$ cat src/rtl/mem_bus_arbiter_if.sv
// PicoRV32-native memory port bundle shared by the arbiter's upstream and downstream sides.
`timescale 1ns/1ps
interface mem_bus_arbiter_if;
  logic        mem_valid;
  logic        mem_instr;
  logic [31:0] mem_addr;
  logic [31:0] mem_wdata;
  logic [3:0]  mem_wstrb;
  logic        mem_ready;
  logic [31:0] mem_rdata;

  // The requester drives the request fields; the responder returns ready/rdata.
  modport master (
    output mem_valid, mem_instr, mem_addr, mem_wdata, mem_wstrb,
    input  mem_ready, mem_rdata
  );

  modport slave (
    input  mem_valid, mem_instr, mem_addr, mem_wdata, mem_wstrb,
    output mem_ready, mem_rdata
  );
endinterface

$ cat src/rtl/mem_bus_arbiter.sv
// Two-master arbiter for one PicoRV32 memory port: whole-transaction grants,
// round-robin or fixed priority, and a watchdog that completes hung accesses.
`timescale 1ns/1ps
module mem_bus_arbiter #(
  parameter int unsigned FIXED_PRIO = 0,
  parameter int unsigned TIMEOUT    = 255,
  parameter logic [31:0] ERR_RDATA  = 32'hDEADBEEF
) (
  input  logic               clk,
  input  logic               reset_n,
  mem_bus_arbiter_if.slave   m0,
  mem_bus_arbiter_if.slave   m1,
  mem_bus_arbiter_if.master  s,
  output logic [1:0]         grant,
  output logic               timeout_err,
  output logic               timeout_id,
  input  logic               err_clear
);

  localparam int unsigned CW      = (TIMEOUT > 0) ? $clog2(TIMEOUT + 1) : 1;
  localparam logic [CW-1:0] TMO_C = CW'(TIMEOUT);
  localparam logic [CW-1:0] SAT_C = {CW{1'b1}};
  localparam logic [CW-1:0] ZERO_C = {CW{1'b0}};
  localparam bit WD_EN_C = (TIMEOUT > 0);
  localparam bit FIXED_C = (FIXED_PRIO != 0);

  typedef enum logic [1:0] {
    IDLE = 2'd0,
    GNT0 = 2'd1,
    GNT1 = 2'd2
  } state_t;

  state_t        state_r;
  state_t        state_nxt_s;
  logic          last_owner_r;
  logic          last_owner_nxt_s;
  logic [CW-1:0] cnt_r;
  logic [CW-1:0] cnt_nxt_s;
  logic          timeout_err_r;
  logic          timeout_id_r;

  logic          owner_s;
  logic          sel_valid_s;
  logic          sel_instr_s;
  logic [31:0]   sel_addr_s;
  logic [31:0]   sel_wdata_s;
  logic [3:0]    sel_wstrb_s;
  logic          done_s;
  logic          fire_s;

  // Request fields of the master named by the grant state.
  always_comb begin
    owner_s = (state_r == GNT1);
    if (owner_s) begin
      sel_valid_s = m1.mem_valid;
      sel_instr_s = m1.mem_instr;
      sel_addr_s  = m1.mem_addr;
      sel_wdata_s = m1.mem_wdata;
      sel_wstrb_s = m1.mem_wstrb;
    end else begin
      sel_valid_s = m0.mem_valid;
      sel_instr_s = m0.mem_instr;
      sel_addr_s  = m0.mem_addr;
      sel_wdata_s = m0.mem_wdata;
      sel_wstrb_s = m0.mem_wstrb;
    end
  end

  // Next-state, watchdog and bus steering.
  always_comb begin
    state_nxt_s      = state_r;
    last_owner_nxt_s = last_owner_r;
    cnt_nxt_s        = cnt_r;
    done_s           = 1'b0;
    fire_s           = 1'b0;
    s.mem_valid      = 1'b0;
    s.mem_instr      = 1'b0;
    s.mem_addr       = 32'h0000_0000;
    s.mem_wdata      = 32'h0000_0000;
    s.mem_wstrb      = 4'b0000;
    m0.mem_ready     = 1'b0;
    m1.mem_ready     = 1'b0;
    m0.mem_rdata     = s.mem_rdata;
    m1.mem_rdata     = s.mem_rdata;

    case (state_r)
      IDLE: begin
        cnt_nxt_s = ZERO_C;
        if (m0.mem_valid && m1.mem_valid) begin
          if (FIXED_C || last_owner_r) begin
            state_nxt_s = GNT0;
          end else begin
            state_nxt_s = GNT1;
          end
        end else if (m0.mem_valid) begin
          state_nxt_s = GNT0;
        end else if (m1.mem_valid) begin
          state_nxt_s = GNT1;
        end else begin
          state_nxt_s = IDLE;
        end
      end
      GNT0, GNT1: begin
        s.mem_valid = sel_valid_s;
        s.mem_instr = sel_instr_s;
        s.mem_addr  = sel_addr_s;
        s.mem_wdata = sel_wdata_s;
        s.mem_wstrb = sel_wstrb_s;
        if (!sel_valid_s) begin
          // Owner walked away mid-transaction: release without a ready.
          state_nxt_s = IDLE;
          cnt_nxt_s   = ZERO_C;
        end else if (s.mem_ready) begin
          done_s           = 1'b1;
          state_nxt_s      = IDLE;
          last_owner_nxt_s = owner_s;
          cnt_nxt_s        = ZERO_C;
        end else if (WD_EN_C && (cnt_r == TMO_C)) begin
          fire_s           = 1'b1;
          s.mem_valid      = 1'b0;
          state_nxt_s      = IDLE;
          last_owner_nxt_s = owner_s;
          cnt_nxt_s        = ZERO_C;
        end else begin
          if (cnt_r != SAT_C) begin
            cnt_nxt_s = cnt_r + 1'b1;
          end else begin
            cnt_nxt_s = cnt_r;
          end
        end
      end
      default: begin
        state_nxt_s = IDLE;
        cnt_nxt_s   = ZERO_C;
      end
    endcase

    if (done_s || fire_s) begin
      if (owner_s) begin
        m1.mem_ready = 1'b1;
      end else begin
        m0.mem_ready = 1'b1;
      end
    end else begin
      m0.mem_ready = 1'b0;
      m1.mem_ready = 1'b0;
    end

    if (fire_s) begin
      if (owner_s) begin
        m1.mem_rdata = ERR_RDATA;
      end else begin
        m0.mem_rdata = ERR_RDATA;
      end
    end else begin
      m0.mem_rdata = s.mem_rdata;
      m1.mem_rdata = s.mem_rdata;
    end
  end

  // State, fairness pointer, watchdog counter and sticky error flags.
  always_ff @(posedge clk) begin
    if (!reset_n) begin
      state_r       <= IDLE;
      last_owner_r  <= 1'b1;
      cnt_r         <= ZERO_C;
      timeout_err_r <= 1'b0;
      timeout_id_r  <= 1'b0;
    end else begin
      state_r      <= state_nxt_s;
      last_owner_r <= last_owner_nxt_s;
      cnt_r        <= cnt_nxt_s;
      if (fire_s) begin
        timeout_err_r <= 1'b1;
        timeout_id_r  <= owner_s;
      end else if (err_clear) begin
        timeout_err_r <= 1'b0;
      end
    end
  end

  // One-hot owner view of the state register.
  always_comb begin
    case (state_r)
      GNT0:    grant = 2'b01;
      GNT1:    grant = 2'b10;
      default: grant = 2'b00;
    endcase
  end

  assign timeout_err = timeout_err_r;
  assign timeout_id  = timeout_id_r;

endmodule

$ cat src/flat_wrapper.sv
// flat-port wrapper written by rule: the top's interface ports become plain ports
module mem_bus_arbiter_flat 
#(
  parameter int unsigned FIXED_PRIO = 0,
  parameter int unsigned TIMEOUT    = 255,
  parameter logic [31:0] ERR_RDATA  = 32'hDEADBEEF
)
  (clk, reset_n, grant, timeout_err, timeout_id, err_clear, m0_mem_valid, m0_mem_instr, m0_mem_addr, m0_mem_wdata, m0_mem_wstrb, m0_mem_ready, m0_mem_rdata, m1_mem_valid, m1_mem_instr, m1_mem_addr, m1_mem_wdata, m1_mem_wstrb, m1_mem_ready, m1_mem_rdata, s_mem_valid, s_mem_instr, s_mem_addr, s_mem_wdata, s_mem_wstrb, s_mem_ready, s_mem_rdata);
  mem_bus_arbiter_if m0_i ();
  mem_bus_arbiter_if m1_i ();
  mem_bus_arbiter_if s_i ();
  input  logic clk;
  input  logic reset_n;
  output logic [1:0] grant;
  output logic timeout_err;
  output logic timeout_id;
  input  logic err_clear;
  input wire logic [$bits(m0_i.mem_valid)-1:0] m0_mem_valid;
  input wire logic [$bits(m0_i.mem_instr)-1:0] m0_mem_instr;
  input wire logic [$bits(m0_i.mem_addr)-1:0] m0_mem_addr;
  input wire logic [$bits(m0_i.mem_wdata)-1:0] m0_mem_wdata;
  input wire logic [$bits(m0_i.mem_wstrb)-1:0] m0_mem_wstrb;
  output wire logic [$bits(m0_i.mem_ready)-1:0] m0_mem_ready;
  output wire logic [$bits(m0_i.mem_rdata)-1:0] m0_mem_rdata;
  input wire logic [$bits(m1_i.mem_valid)-1:0] m1_mem_valid;
  input wire logic [$bits(m1_i.mem_instr)-1:0] m1_mem_instr;
  input wire logic [$bits(m1_i.mem_addr)-1:0] m1_mem_addr;
  input wire logic [$bits(m1_i.mem_wdata)-1:0] m1_mem_wdata;
  input wire logic [$bits(m1_i.mem_wstrb)-1:0] m1_mem_wstrb;
  output wire logic [$bits(m1_i.mem_ready)-1:0] m1_mem_ready;
  output wire logic [$bits(m1_i.mem_rdata)-1:0] m1_mem_rdata;
  output wire logic [$bits(s_i.mem_valid)-1:0] s_mem_valid;
  output wire logic [$bits(s_i.mem_instr)-1:0] s_mem_instr;
  output wire logic [$bits(s_i.mem_addr)-1:0] s_mem_addr;
  output wire logic [$bits(s_i.mem_wdata)-1:0] s_mem_wdata;
  output wire logic [$bits(s_i.mem_wstrb)-1:0] s_mem_wstrb;
  input wire logic [$bits(s_i.mem_ready)-1:0] s_mem_ready;
  input wire logic [$bits(s_i.mem_rdata)-1:0] s_mem_rdata;
  assign m0_i.mem_valid = m0_mem_valid;
  assign m0_i.mem_instr = m0_mem_instr;
  assign m0_i.mem_addr = m0_mem_addr;
  assign m0_i.mem_wdata = m0_mem_wdata;
  assign m0_i.mem_wstrb = m0_mem_wstrb;
  assign m0_mem_ready = m0_i.mem_ready;
  assign m0_mem_rdata = m0_i.mem_rdata;
  assign m1_i.mem_valid = m1_mem_valid;
  assign m1_i.mem_instr = m1_mem_instr;
  assign m1_i.mem_addr = m1_mem_addr;
  assign m1_i.mem_wdata = m1_mem_wdata;
  assign m1_i.mem_wstrb = m1_mem_wstrb;
  assign m1_mem_ready = m1_i.mem_ready;
  assign m1_mem_rdata = m1_i.mem_rdata;
  assign s_mem_valid = s_i.mem_valid;
  assign s_mem_instr = s_i.mem_instr;
  assign s_mem_addr = s_i.mem_addr;
  assign s_mem_wdata = s_i.mem_wdata;
  assign s_mem_wstrb = s_i.mem_wstrb;
  assign s_i.mem_ready = s_mem_ready;
  assign s_i.mem_rdata = s_mem_rdata;
  mem_bus_arbiter #(.FIXED_PRIO(FIXED_PRIO), .TIMEOUT(TIMEOUT), .ERR_RDATA(ERR_RDATA)) u_core (.clk(clk), .reset_n(reset_n), .m0(m0_i), .m1(m1_i), .s(s_i), .grant(grant), .timeout_err(timeout_err), .timeout_id(timeout_id), .err_clear(err_clear));
endmodule
$ cat config.mk
export PLATFORM = sky130hd
export DESIGN_NAME = mem_bus_arbiter_flat
export DESIGN_NICKNAME = d
export VERILOG_FILES = /design/src/rtl/mem_bus_arbiter_if.sv /design/src/rtl/mem_bus_arbiter.sv /design/src/flat_wrapper.sv
export SDC_FILE = /design/constraint.sdc
export NUM_CORES = 1
export LEC_CHECK = 0
export ABC_AREA = 1
export CORE_AREA = 2 2 122 124
export CTS_CLUSTER_DIAMETER = 120
export DETAILED_ROUTE_END_ITERATION = 12
export DIE_AREA = 0 0 124 126
export PLACE_DENSITY = 0.65
export SYNTH_ARGS = -nofsm -noshare
export SYNTH_HDL_FRONTEND = slang
export SYNTH_SLANG_ARGS = --single-unit
$ cat constraint.sdc
create_clock -name clk -period 3.8 [get_ports clk]
set_clock_uncertainty 0.2 [all_clocks]
set_input_delay 0.76 -clock clk [delete_from_list [all_inputs] [get_ports clk]]
set_output_delay 0.76 -clock clk [all_outputs]
set_load 0.005 [all_outputs]
---- Yosys cells after proc, flatten, opt, wreduce, memory -nomap -nowiden ----
Index checks and enable logic that the tools add are counted.
storage, ports and cells
  bits in registers ....................... 13
  output and inout port bits .............. 140
  word-level logic and storage cells ...... 63
operators by class
  add/sub/neg operators ................... 1
  equal/unequal tests ..................... 5
  mux-type cells .......................... 41
  bitwise gates (word level) .............. 3
  reductions and logical operators ........ 8
operators with widths
  operator               number
  $mux W32               8
  $mux W1                22
  $mux W2                7
  $add A8 B1 Y8 const B  1
  $eq A8 B8 Y1 const B   1
  $mux W4                2
  $ne A8 B8 Y1 const B   1
  $pmux W2 S2            2
  $reduce_or A5 Y1       1
  $ne A4 B4 Y1 const B   1
  $reduce_bool A2 Y1     2
  $not A1 Y1             3
  $reduce_and A3 Y1      1
  $eq A2 B1 Y1 const B   1
  $eq A2 B2 Y1 const B   1
  $logic_not A2 Y1       1
  $reduce_or A2 Y1       1
  $logic_and A1 B1 Y1    1
  $logic_or A1 B1 Y1     1

---- Longest topological paths before layout ----
  depth in word-level cells ............... 7
  mapped depth ............................ 10
  gate-level depth less buffers ........... 9

---- Worst setup path before layout ----
No wires, ideal clock.
  path type ............................... in2out
  start point ............................. input port s_mem_ready
  end point ............................... output port m1_mem_rdata[15]
  arrival ................................. 1.434 ns
  data required time ...................... 2.840 ns
  path slack .............................. 1.406 ns
  cell stages on the path ................. 6
  buffers on the path ..................... 1
  cell sequence ........................... inv_1 -> nand3_2 -> nor2_4 -> nand2_4 -> buf_6 -> nand2_1
between the ends
  cells in the longest elaborated chain, start to end .. 4
RTL lines
  element      line                    source
  from (decl)  flat_wrapper.sv:37      input wire logic [$bits(s_i.mem_ready)-1:0] s_mem_ready;
  $mux W1      mem_bus_arbiter.sv:113  end else if (s.mem_ready) begin
  $mux W1      mem_bus_arbiter.sv:109  if (!sel_valid_s) begin
  $mux W1      mem_bus_arbiter.sv:86   case (state_r)
  $mux W32     mem_bus_arbiter.sv:149  if (fire_s) begin
  to (decl)    flat_wrapper.sv:31      output wire logic [$bits(m1_i.mem_rdata)-1:0] m1_mem_rdata;
Every way passes these cells.

---- Worst setup path after layout ----
  start point ............................. input port s_mem_ready
  end point ............................... output port m1_mem_rdata[20]
Same word-level chain as after synthesis.

==> results.json <==
{
  "outcome": "finished, final reports clean",
  "grt_pass1_vias": 3422,
  "combPwrFrac": 0.690,
  "synth_top_area_frac": 0.2832,
  "clk_transition_reported_paths_ps": 40,
  "worstPathMaxFanout": 25,
  "synth.avg_cell_area_um2": 4.988,
  "area_growth_pct": 151.5,
  "max-vdd-ir-drop_v": 0.0001134,
  "n_antenna_cell": 0,
  "power_density_mw_per_mm2": 196.2,
  "worstSetupPathType": "input pin to output pin",
  "postCtsHoldBufs": 0,
  "p_switching_w": 0.0003602,
  "synthFlopType": "dfxtp_1",
  "yosys_warnings": 0,
  "grt_setup_unrepaired": "no",
  "cts_buffers": 3,
  "intPower_w": 0.0007451,
  "rows": 44,
  "dp_hpwl_um": 10080,
  "hold_viol": 0,
  "cp_data_required_time_ps": 2840,
  "n_fill_cell": 1531,
  "place_ws_ps": 178.5,
  "yosys.area.top_type": "nor2_1",
  "drtIter0Drc": 113,
  "critPathArrivalTime_ps": 2640,
  "tns_ps": 0,
  "synth.most_common_cell": "nor2_1",
  "coreArea_mm2": 0.01431,
  "die_w_um": 124,
  "hold_path.class": "flop to flop",
  "slew_headroom": 0.7673,
  "clk_latency_ps": 240,
  "synth.ff_latch_count": 13,
  "fin_crit_sh": 0.9470,
  "drive_above_1_share": 0.05474,
  "wl_per_cell_um": 12.80,
  "switching_share": 0.3259,
  "fin_crit_ps": 3599,
  "synthCells": 449,
  "vias_per_cell": 4.031,
  "maxCapViolations": 0,
  "synth_cell_types": 25,
  "syn_nets": 630,
  "cts-resized-gates": 0,
  "synth_enable_flop_cells": 0,
  "gp_congestion": 0.7626,
  "antenna_found_initial": 0,
  "maxClockFrequency_mhz": 277.9,
  "clk_path_buf_depth": 2,
  "nets": 931,
  "grt_max_degree": 71,
  "yosysSeqAreaShare": 0.1162,
  "synth_area_mm2": 0.002240,
  "htreeDepth": 1,
  "drc_errors": 0,
  "drv_slew": 0,
  "overflow": 0,
  "seqPwrFrac": 0.129,
  "worst_pin_slew_ps": 349.0,
  "start_kind": "input pin",
  "pwr-share-clk": 0.180,
  "cts_tree": "yes",
  "root_buffer": "clkbuf_16",
  "clock_sink_count": 13,
  "p_leak_nw": 2.598,
  "die_area_mm2": 0.01562,
  "final-setup-viol-count": 0,
  "setup_slack_ps": 201.3,
  "synth_commonest_cells": "nor2_1 (169), o21ai_0 (70), nand2_1 (63)",
  "dr.pass1.iters": 4,
  "cts_setup_buffers": 0,
  "drt-total-wl_um": 11940,
  "grt_pass1_wl_um": 17860,
  "die_h_um": 126,
  "start_util": 0.1565,
  "vias": 3761,
  "multi_input_area_mm2": 0.001622,
  "synthTopCellsByArea": "nor2_1 (28%), o21ai_0 (16%), dfxtp_1 (12%), nand2_1 (11%), inv_1 (9.2%)",
  "async_flop_share": 0,
  "final-seq-area_um2": 260.3,
  "track_usage": 0.1432,
  "postRouteAntennaNets": 0,
  "io_buffers": 315,
  "worst_setup_path_end_kind": "output pin",
  "io_pins": 316
}
## layout make-up
type / instances / area share
clock buffer: 4 / 0.01399
inverter: 59 / 0.03976
multi-input combinational: 351 / 0.2879
sequential: 13 / 0.04620
tap: 184 / 0.04087
timing repair buffer: 322 / 0.5713
## layer usage
| layer | part of all wire | global-route usage |
|---|---|---|
| met1 | 0.37 | 0.1569 |
| met2 | 0.49 | 0.2650 |
| met3 | 0.11 | 0.04438 |
| met4 | 0.024 | 0.03437 |
| met5 | 0 | 0 |
## power by group through the flow
| stage | sequential [W] | combinational [W] | clock, W |
|---|---|---|---|
| 4_1_cts | 0.000143 | 0.000777 | 0.000205 |
| 6_report | 0.000143 | 0.000763 | 0.000199 |
| 3_5_place_dp | 0.000146 | 0.000775 | 0 |
| 5_1_grt | 0.000143 | 0.000835 | 0.000215 |
| 2_1_floorplan | 0.000145 | 0.000244 | 0 |
| 3_3_place_gp | 0.000145 | 0.000774 | 0 |
## cells in the final DEF, fill, tap and decap left out, drive strengths merged
cell	n
clkdlybuf4s50	315
nor2	176
nand2	78
o21ai	70
inv	59
dfxtp	13
nand3	13
buf	7
ha	5
clkbuf	4
nand4	3
xor2	2
nand3b	1
nor3	1
o21a	1
o211ai	1
## critical path, cell delays in order
cell and delay, ps:
clkdlybuf4s50_1 520, inv_1 140, nand3_2 130, nor2_4 50, nand2_4 230, inv_2 140, nor2_1 120, clkdlybuf4s50_1 520
## registers in the layout (all words and copies together), names as in the netlist
signal	cells
u_core.timeout_id	1
u_core.timeout_err	1
u_core.last_owner_r	1
u_core.state_r	2
u_core.cnt_r	8
## final timing paths
path                                        start               end  slack (ps)  cells after the start
worst max-delay path                  s_mem_ready  m1_mem_rdata[20]         200                      8
worst min-delay path              u_core.cnt_r[0]   u_core.cnt_r[0]         260                      1
worst max register to register  u_core.state_r[0]   u_core.cnt_r[4]        2000                      8
worst min register to register    u_core.cnt_r[0]   u_core.cnt_r[0]         260                      1
## stage by stage
stage	instance area (um2)	total power, W	utilization	hold WS (ps)	std cells
after global routing	5633	0.001193	0.3935	295.6	933
final	5633	0.001105	0.3935	259.8	933
after detailed placement	5554	0.0009206	0.3880	261.3	929
after CTS	5633	0.001125	0.3935	267.9	933
after global placement	5554	0.0009198	0.3880	251.3	929
after floorplan	2240	0.0003888	-	229.0	449
## logic make-up after synthesis
logic type      Yosys count  synth area share
simple gates            272            0.5229
compound gates           72            0.1631
buf+inv                  85            0.1620
flops                    13            0.1162
xor+xnor                  2          0.007823
fa+ha+maj                 5           0.02793
No activity file was read; power rests on OpenSTA's default activity.
